### src/rtl/pipelined_fetch_issue.sv
// Front end: PC register, synchronous imem fetch, one-word skid buffer and the
// issue register feeding decode. Bubbles on stall, kills wrong-path words on squash.
module pipelined_fetch_issue #(
  parameter logic [31:0] RESET_PC  = 32'h0,
  parameter logic [31:0] NOP_INSTR = 32'h0
) (
  input  logic        clk,
  input  logic        rst_n,
  input  logic [31:0] pc_input,
  input  logic        pc_en,
  input  logic        squash_issue,
  input  logic [31:0] imem_rdata,
  output logic [31:0] imem_addr,
  output logic [31:0] pc,
  output logic [31:0] issue_instr,
  output logic [31:0] issue_pc,
  output logic        issue_valid
);

  logic [31:0] pc_q;
  logic [31:0] fetch_pc_q;
  logic        fetch_valid_q;
  logic [31:0] skid_data_q;
  logic        skid_valid_q;
  logic [31:0] iss_instr_q;
  logic [31:0] iss_pc_q;
  logic        iss_valid_q;
  logic [31:0] f2_data;

  // Once stalled, imem_rdata moves on to the next address, so the word that
  // belonged to F2 must come from the skid buffer.
  assign f2_data = skid_valid_q ? skid_data_q : imem_rdata;

  always_ff @(posedge clk) begin
    if (!rst_n) begin
      pc_q          <= RESET_PC;
      fetch_pc_q    <= 32'h0;
      fetch_valid_q <= 1'b0;
      skid_data_q   <= 32'h0;
      skid_valid_q  <= 1'b0;
      iss_instr_q   <= NOP_INSTR;
      iss_pc_q      <= 32'h0;
      iss_valid_q   <= 1'b0;
    end else if (pc_en) begin
      pc_q         <= pc_input;
      fetch_pc_q   <= pc_q;
      skid_valid_q <= 1'b0;
      if (squash_issue) begin
        fetch_valid_q <= 1'b0;
        iss_instr_q   <= NOP_INSTR;
        iss_pc_q      <= 32'h0;
        iss_valid_q   <= 1'b0;
      end else begin
        fetch_valid_q <= 1'b1;
        iss_instr_q   <= fetch_valid_q ? f2_data : NOP_INSTR;
        iss_pc_q      <= fetch_pc_q;
        iss_valid_q   <= fetch_valid_q;
      end
    end else if (fetch_valid_q && !skid_valid_q) begin
      // Squash is deliberately ignored here; pc_control reasserts it after release.
      skid_data_q  <= imem_rdata;
      skid_valid_q <= 1'b1;
    end
  end

  assign imem_addr   = pc_q;
  assign pc          = pc_q;
  assign issue_valid = iss_valid_q & pc_en;
  assign issue_instr = issue_valid ? iss_instr_q : NOP_INSTR;
  assign issue_pc    = iss_pc_q;

endmodule

### config.mk
export PLATFORM = sky130hd
export DESIGN_NAME = pipelined_fetch_issue
export DESIGN_NICKNAME = d
export VERILOG_FILES = /design/src/rtl/pipelined_fetch_issue.sv
export SDC_FILE = /design/constraint.sdc
export NUM_CORES = 1
export LEC_CHECK = 0
export CORE_AREA = 3 3 120 122
export CTS_CLUSTER_SIZE = 8
export DETAILED_ROUTE_END_ITERATION = 8
export DIE_AREA = 0 0 123 125
export PLACE_DENSITY = 0.92
export SLEW_MARGIN = 30
export SYNTH_ARGS = -nofsm -noshare
export SYNTH_HDL_FRONTEND = slang
export SYNTH_SLANG_ARGS = --single-unit
### constraint.sdc
create_clock -name clk -period 2.8 [get_ports clk]
set_input_delay 0.56 -clock clk [delete_from_list [all_inputs] [get_ports clk]]
set_output_delay 0.56 -clock clk [all_outputs]
set_load 0.03 [all_outputs]
# Word-level counts from Yosys, hierarchy flattened
# Cells that the tools add are included.
[totals] reg_bits=163 in_bits=68 output_inout_bits=129
[classes] n_mux=7 bitwise=3 n_reduce_logical=4
[op_table] op="32-bit two-way mux" count=5
[op_table] op="1-bit two-way mux" count=2
[op_table] op="1-bit NOT" count=2
[op_table] op="2-bit AND reduction" count=1
[op_table] op="2-bit OR reduction" count=1
[op_table] op="1-bit AND" count=1
[op_table] op="1-bit logical AND" count=1
[op_table] op="1-bit zero test" count=1

# Longest topological paths before layout
# Gate-level depths: netlist of the first run.
[logic_depth] word_depth=3 mapped_depth=5 depth_no_buf=2

# Least setup slack after synthesis of the first run
# OpenSTA, ideal clock, no wires.
[synth_path] path_kind="input to output" start="in pc_en" end="out issue_instr[10]" arrival_time_ns=1.364 slack_ns=0.876 path_stages=4 n_path_buf=3 path_cell_list="buf_4 > buf_4 > buf_4 > and3_1"
[synth_between] elab_chain_len=2
[synth_rtl] item="start: declaration" line_no="10" source="input logic pc_en,"
[synth_rtl] item="1-bit AND" line_no="68" source="assign issue_valid = iss_valid_q & pc_en;"
[synth_rtl] item="32-bit two-way mux" line_no="69" source="assign issue_instr = issue_valid ? iss_instr_q : NOP_INSTR;"
[synth_rtl] item="end: declaration" line_no="15" source="output logic [31:0] issue_instr,"
# Every way passes these cells.

# Worst setup path in the final report of the first run
[layout_path] start="reg iss_valid_q" end="out issue_instr[19]"
[layout_between] elab_chain_len=2
[layout_rtl] item="start: declaration" line_no="27" source="logic iss_valid_q;"
[layout_rtl] item="start signal: assignment" line_no="57" source="iss_valid_q <= fetch_valid_q;"
[layout_rtl] item="1-bit AND" line_no="68"
[layout_rtl] item="32-bit two-way mux" line_no="69"
# Every way passes these cells.

==> summary.md, run 1 <==
| Metric | Value |
|---|---|
| RSZ-0062 raised after global routing | `false` |
| Synthesized instance count | `606` |
| Final Slew Violations | `0` |
| Sequential-to-total area share from yosys stat | `a little under half` |
| Setup WS post-layout | `approximately 260 ps` |
| Initial drt markers | `about 230` |
| Placed cells | `904` |
| GRT overflow | `0` |
| Total global-route track usage | `21.23%` |
| Normalized max-slew margin | `45.63%` |
| Layout cell share with drive strength beyond 1 | `10.00%` |
| Filler cells | `918` |
| CTS max path bufs | `2` |
| Reg2Reg Depth | `2` |
| Number of I/O pins | `197` |
| CTS Hold Bufs | `0` |
| Die width | `123 um` |
| Root Buffer Master | `clkbuf_16` |
| First-pass GRT wire length | `26280 um` |
| Initial Util | `51.54%` |
| Synth cell types | `20` |
| Top-area cell type share of the netlist area | `47.62%` |
| Routed via count | `4879` |
| FFs w/ async S/R, synth | `0%` |
| CP startpoint | `iss_valid_q` |
| Worst hold path type | `reg2reg` |
| Clock sink count | `~160` |
| R2r startpoint | `fetch_valid_q` |
| Vias per cell | `5.213` |
| DPL Wire Length | `roughly 11000 um` |
| WHS | `462.8 ps` |
| Hold path startpoint | `skid_data_q[14]` |
| Drt drc | `0` |
| WP data required | `2240 ps` |
| Rows | `42` |
| Static leakage | `0.003576 uW` |
| Final setup violation count | `0` |
| ANT nets after route | `0` |
| Placer Congestion | `0.7526` |
| Core outline area | `0.01330 mm2` |
| Postcts setup bufs | `0` |
| DP Area | `about 0.0085 mm2` |
| Largest net degree at the start of global routing | `67` |
| Die area | `0.01538 mm2` |
| Post-layout nets | `approximately 820` |
| Final Instance Count excl. Fillers | `936` |
| CTS buffer count | `17` |
| CP arrival | `1980 ps` |
| Critical Path Sink Type | `primary output` |
| Post-synth top cells | `dfxtp_1 (163), mux2i_1 (128), nand2_1 (65), nor2b_1 (64), buf_4 (42)` |
| Resized cells post-CTS | `0` |
| Drt wl/cell | `17.17 um` |
| Ys flop type | `dfxtp_1` |
| Clock transition at the registers of the reported paths | `60 ps` |
| Fmax | `393.8 MHz` |
| IO buf count | `196` |
| Final Critical Period | `2540 ps` |
| Cell area after layout | `between 0.009 and 0.01 mm2` |
| Worst slew pin tran | `814.3 ps` |
| Tcrit/Tclk final | `90.70%` |
| Max Fanout on Critical Path | `25` |
| Worst vdd ir | `roughly 0.00035 V` |
| PD cells | `592.3 mW/mm2` |
| Most common cell in the netlist | `dfxtp_1` |
| CP startpoint kind | `flop` |
| CTS tree | `yes` |
| Post-synth EDFFs | `0` |
| Initial DRT Pass Iterations | `5` |
| Area Overhead vs Synth | `32.77%` |
| Max-cap violation count | `0` |
| Skew final | `10.59 ps` |
| Yosys warnings | `0` |
| Worst slack, placed | `417.7 ps` |
| H-tree levels | `4` |
| # diodes | `0` |
| Reg2Reg Setup Slack | `1220 ps` |
| Hold Vio Cnt, Final | `0` |
| Cell count of the worst hold path | `2` |
| Area contributors post-synth | `dfxtp_1 (48%), mux2i_1 (19%), o2bb2ai_2 (6.6%), nor2b_1 (5.8%), buf_4 (4.6%)` |
| Hold Path Sink | `skid_data_q[14]` |
| Skew-Pair Late Insertion Delay | `420 ps` |
| Post-synth top area cell | `dfxtp_1` |
| Net count after synthesis | `674` |
| Reg2reg end | `iss_instr_q[16]` |
| Syn Area/Cell | `11.31 um2` |
| Initial antenna violation count | `0` |
| TNS Setup | `0 ps` |
| Vias in the first global route | `5163` |
| Status | `finished clean` |
| Post-Syn Area | `about 0.0069 mm2` |
| Final WL | `16070 um` |
| Setup Crit Path Kind | `reg2out` |
| Die Ht | `125 um` |
| #FFs+latches synth | `163` |
through the flow:
stage	utilization (%)	power (uW)
after detailed placement	63.98	3133
after global placement	63.98	3109
after floorplan	-	2912
after global routing	68.44	5549
after CTS	68.44	5425
final	68.44	5389
registers in the layout, indices dropped and copies added (netlist names):
| register | flops |
|---|---|
| issue_pc | 32 |
| iss_valid_q | 1 |
| iss_instr_q | 32 |
| fetch_valid_q | 1 |
| imem_addr | 32 |
| skid_data_q | 32 |
| fetch_pc_q | 32 |
| skid_valid_q | 1 |
cell type report:
cell class	instances	area (um2)	share of cell area, %
sequential	163	3264	35.88
multi-input combinational	361	2968	32.62
clock buffer	18	439.2	4.827
clock inverter	14	152.6	1.678
tap	176	220.2	2.420
timing repair buffer	204	2054	22.58
per-layer routing:
layer	GRT usage [%]	up-vias	wire length [um]
met3	6.911	18	1123
met5	0	-	0
li1	-	2353	-
met2	36.99	164	8141
met4	6.840	0	233
met1	24.47	2344	6570
critical path, cell delays in order, from the launching register on:
cell and delay, ps:
dfxtp_1 510, buf_12 200, and3_1 180, clkdlybuf4s50_1 670
layout by cell type, fill, tap and decap left out, types with 2 or more instances in the layout:
| cell type | instances |
|---|---|
| bufinv_16 | 2 |
| and3_1 | 32 |
| clkbuf_16 | 17 |
| nor2b_1 | 64 |
| nand2_1 | 65 |
| clkinv_4 | 3 |
| o2bb2ai_2 | 30 |
| clkinv_2 | 4 |
| inv_6 | 4 |
| dfxtp_1 | 162 |
| buf_4 | 7 |
| clkdlybuf4s50_1 | 194 |
| o2bb2ai_1 | 2 |
| a22o_1 | 33 |
| mux2i_1 | 128 |
| buf_12 | 3 |
report_power, final:
part / total [uW] / switching (uW) / internal [uW]
Clock: 2310 / 955 / 1350
Sequential: 2450 / 60.8 / 2390
Combinational: 629 / 331 / 299
Total: 5390 / 1350 / 4040
worst max-delay path by stage:
stage | endpoint | cells after the start
finish | issue_instr[19] | 3
CTS | issue_instr[19] | 3
global placement | issue_instr[26] | 3
detailed placement | issue_instr[19] | 3
floorplan | issue_instr[10] | 4
global route | issue_instr[19] | 3
cell families (layout without fill, tap and decap cells):
group,Yosys count,count (layout),synth area share (%)
AND/OR/NAND/NOR,166,166,13.18
buffers and inverters,82,236,9.202
AO/OA/AOI/OAI,67,67,11.30
flip-flops,163,163,47.62
multiplexers,128,128,18.70
No activity file was read; power rests on OpenSTA's default activity.
==> inputs of run 2 (changes only) <==
--- a/config.mk
+++ b/config.mk
@@ -6,9 +6,11 @@
 export NUM_CORES = 1
 export LEC_CHECK = 0
 export CORE_AREA = 3 3 120 122
+export CTS_CLUSTER_DIAMETER = 150
 export CTS_CLUSTER_SIZE = 8
 export DETAILED_ROUTE_END_ITERATION = 8
 export DIE_AREA = 0 0 123 125
+export HOLD_SLACK_MARGIN = 0.15
 export PLACE_DENSITY = 0.92
 export SLEW_MARGIN = 30
 export SYNTH_ARGS = -nofsm -noshare
==> results of run 2 <==
The final DEF is identical to that of run 1; final timing and power are the same.
==> inputs of run 3 (changes only) <==
--- a/config.mk
+++ b/config.mk
@@ -5,11 +5,11 @@
 export SDC_FILE = /design/constraint.sdc
 export NUM_CORES = 1
 export LEC_CHECK = 0
-export CORE_AREA = 3 3 120 122
+export CORE_AREA = 8 8 125 127
 export CTS_CLUSTER_DIAMETER = 150
 export CTS_CLUSTER_SIZE = 8
 export DETAILED_ROUTE_END_ITERATION = 8
-export DIE_AREA = 0 0 123 125
+export DIE_AREA = 0 0 133 135
 export HOLD_SLACK_MARGIN = 0.15
 export PLACE_DENSITY = 0.92
 export SLEW_MARGIN = 30
==> run 3 against run 2 <==
Against the previous run: clock power barely moved; first-iteration DRC count rose by 9.9%; final cell count rose by 0.53%; maximum frequency rose by 1.2%; global-route usage fell by 2.5 points; hold slack got worse by 2.2 ps; design area fell by 0.18%; critical path depth did not move; sequential cell count did not move; non-clock buffer count rose by 1; utilization fell by 1.7 points; wire length rose by 5.0%; critical endpoint is now issue_instr[29]; highest routed layer unchanged.
==> summary.md, run 3 (synthesis results as in run 1) <==
| Metric | Value |
|---|---|
| Status | `finished clean (unchanged)` |
| ANT nets after route | `0 (unchanged)` |
| Most common cell after layout, fill and taps aside | `clkdlybuf4s50_1 (unchanged)` |
| Buf/Inv on CP | `2 (unchanged)` |
| Initial antenna violation count | `0 (unchanged)` |
| Clock sink count | `163 (unchanged)` |
| Setup Crit Path Kind | `reg2out (unchanged)` |
| Initial Util | `50.34% (was 51.54%)` |
| H-tree levels | `4 (unchanged)` |
| Static leakage | `0.003562 uW (was 0.003576 uW)` |
| Initial drt markers | `255 (was 232)` |
| Die Ht | `135 um (was 125 um)` |
| Worst vdd ir | `0.0003165 V (was 0.0003543 V)` |
| Core outline area | `0.01361 mm2 (was 0.01330 mm2)` |
| First-pass GRT wire length | `27210 um (was 26280 um)` |
| Skew final | `6.608 ps (was 10.59 ps)` |
| CP arrival | `1950 ps (was 1980 ps)` |
| Number of I/O pins | `197 (unchanged)` |
| Critical path's slowest cell | `clkdlybuf4s50_1 (unchanged)` |
| Area Overhead vs Synth | `32.54% (was 32.77%)` |
| IO buf count | `196 (unchanged)` |
| Cell area after layout | `0.009082 mm2 (was 0.009099 mm2)` |
| CTS tree | `yes (unchanged)` |
| Layout cell share with drive strength beyond 1 | `9.855% (was 10.00%)` |
| WP data required | `2240 ps (about the same)` |
| CTS buffer count | `17 (unchanged)` |
| Critical Path Sink Type | `primary output (unchanged)` |
| Normalized max-slew margin | `43.90% (was 45.63%)` |
| DP Area | `0.008493 mm2 (was 0.008507 mm2)` |
| Most frequent cells in the layout | `clkdlybuf4s50_1 (194), dfxtp_1 (162), mux2i_1 (128) (unchanged)` |
| Initial DRT Pass Iterations | `5 (unchanged)` |
| Fraction of power spent switching nets | `24.64% (was 24.98%)` |
| TNS Setup | `0 ps (unchanged)` |
| Worst slack, placed | `366.6 ps (was 417.7 ps)` |
| Skew-Pair Late Insertion Delay | `420 ps (about the same)` |
| Post-layout nets | `816 (was 815)` |
| DPL Wire Length | `11490 um (was 10780 um)` |
| Max Fanout on Critical Path | `33 (was 25)` |
| Placer Congestion | `0.7895 (was 0.7526)` |
| Setup WS post-layout | `290.2 ps (was 260.4 ps)` |
| Multi-input gate area | `0.002967 mm2 (was 0.002968 mm2)` |
| Routed via count | `4886 (was 4879)` |
| CTS max path bufs | `2 (unchanged)` |
| Hold Vio Cnt, Final | `0 (unchanged)` |
| Worst slew pin tran | `841.5 ps (was 814.3 ps)` |
| Worst hold path type | `reg2reg (unchanged)` |
| PD cells | `592.5 mW/mm2 (was 592.3 mW/mm2)` |
| Fmax | `398.4 MHz (was 393.8 MHz)` |
| RSZ-0062 raised after global routing | `false (unchanged)` |
| Final Critical Period | `2510 ps (was 2540 ps)` |
| Die area | `0.01796 mm2 (was 0.01538 mm2)` |
| GRT overflow | `0 (unchanged)` |
| Total net switching power | `1326 uW (was 1346 uW)` |
| Die width | `133 um (was 123 um)` |
| Gate power share | `11.7% (about the same)` |
| CP startpoint kind | `flop (unchanged)` |
| Vias in the first global route | `5351 (was 5163)` |
| Max-cap violation count | `0 (unchanged)` |
| # diodes | `0 (unchanged)` |
| Critical path, cell by cell | `buf_4, and3_1, clkdlybuf4s50_1 (was buf_12, and3_1, clkdlybuf4s50_1)` |
| Rows | `43 (was 42)` |
| CP top delay family | `buffers and inverters (unchanged)` |
| Pint | `4055 uW (was 4043 uW)` |
| Tcrit/Tclk final | `89.63% (was 90.70%)` |
| Largest net degree at the start of global routing | `69 (was 67)` |
| Final WL | `16880 um (was 16070 um)` |
| Clock Power Share | `42.7% (was 42.8%)` |
| Drt wl/cell | `17.94 um (was 17.17 um)` |
| Drt drc | `0 (unchanged)` |
| Clock transition at the registers of the reported paths | `60 ps (about the same)` |
| Reg power frac | `45.6% (was 45.5%)` |
| Filler cells | `977 (was 918)` |
| Max incr delay on CP | `700 ps (was 670 ps)` |
| Vias per cell | `5.192 (was 5.213)` |
| Total global-route track usage | `18.71% (was 21.23%)` |
| Register area | `0.003264 mm2 (unchanged)` |
| Reg2Reg Setup Slack | `1210 ps (was 1220 ps)` |
| Tot Pwr | `5381 uW (was 5389 uW)` |
| CTS Hold Bufs | `0 (unchanged)` |
| Resized cells post-CTS | `0 (unchanged)` |
| Postcts setup bufs | `0 (unchanged)` |
| Final setup violation count | `0 (unchanged)` |
| Final Slew Violations | `0 (unchanged)` |
| Root Buffer Master | `clkbuf_16 (unchanged)` |
run 3: path summary, 6_finish.rpt:
path | start | to | depth (start not counted)
max | iss_valid_q | issue_instr[29] | 3
min | skid_data_q[11] | skid_data_q[11] | 2
max reg2reg | fetch_valid_q | iss_instr_q[22] | 2
min reg2reg | skid_data_q[11] | skid_data_q[11] | 2
run 3: metal layers:
layer | up-vias | GRT usage (%) | routed length [um]
li1 | 2368 | - | -
met1 | 2348 | 20.17 | 7013
met2 | 151 | 32.75 | 8341
met3 | 19 | 6.984 | 1289
met4 | 0 | 7.003 | 236
met5 | - | 0 | 0
run 3: tightest hold or removal path: stages, from the launching register on:
cell and delay (ps):
dfxtp_1 310, nand2_1 50, mux2i_1 50
run 3: power groups by stage:
stage                     registers, uW  logic [uW]  clock network, uW
final                              2450         629               2300
after global routing               2460         668               2450
after detailed placement           2500         631                  0
after global placement             2500         614                  0
after CTS                          2450         635               2340
after floorplan                    2550         364                  0
run 3: final cells by class:
type                            instances  area share (%)
Clock buffer                           21           5.070
Clock inverter                         11           1.419
Multi-Input combinational cell        361           32.66
Sequential cell                       163           35.94
Tap cell                              180           2.480
Timing Repair Buffer                  205           22.43
run 3: metrics by stage:
step           util, %  cells  hold slack, ps
2_1_floorplan        -    606           425.4
3_3_place_gp     62.40    909           441.5
3_5_place_dp     62.40    909           451.6
4_1_cts          66.72    941           461.2
5_1_grt          66.72    941           477.7
6_report         66.72    941           460.6
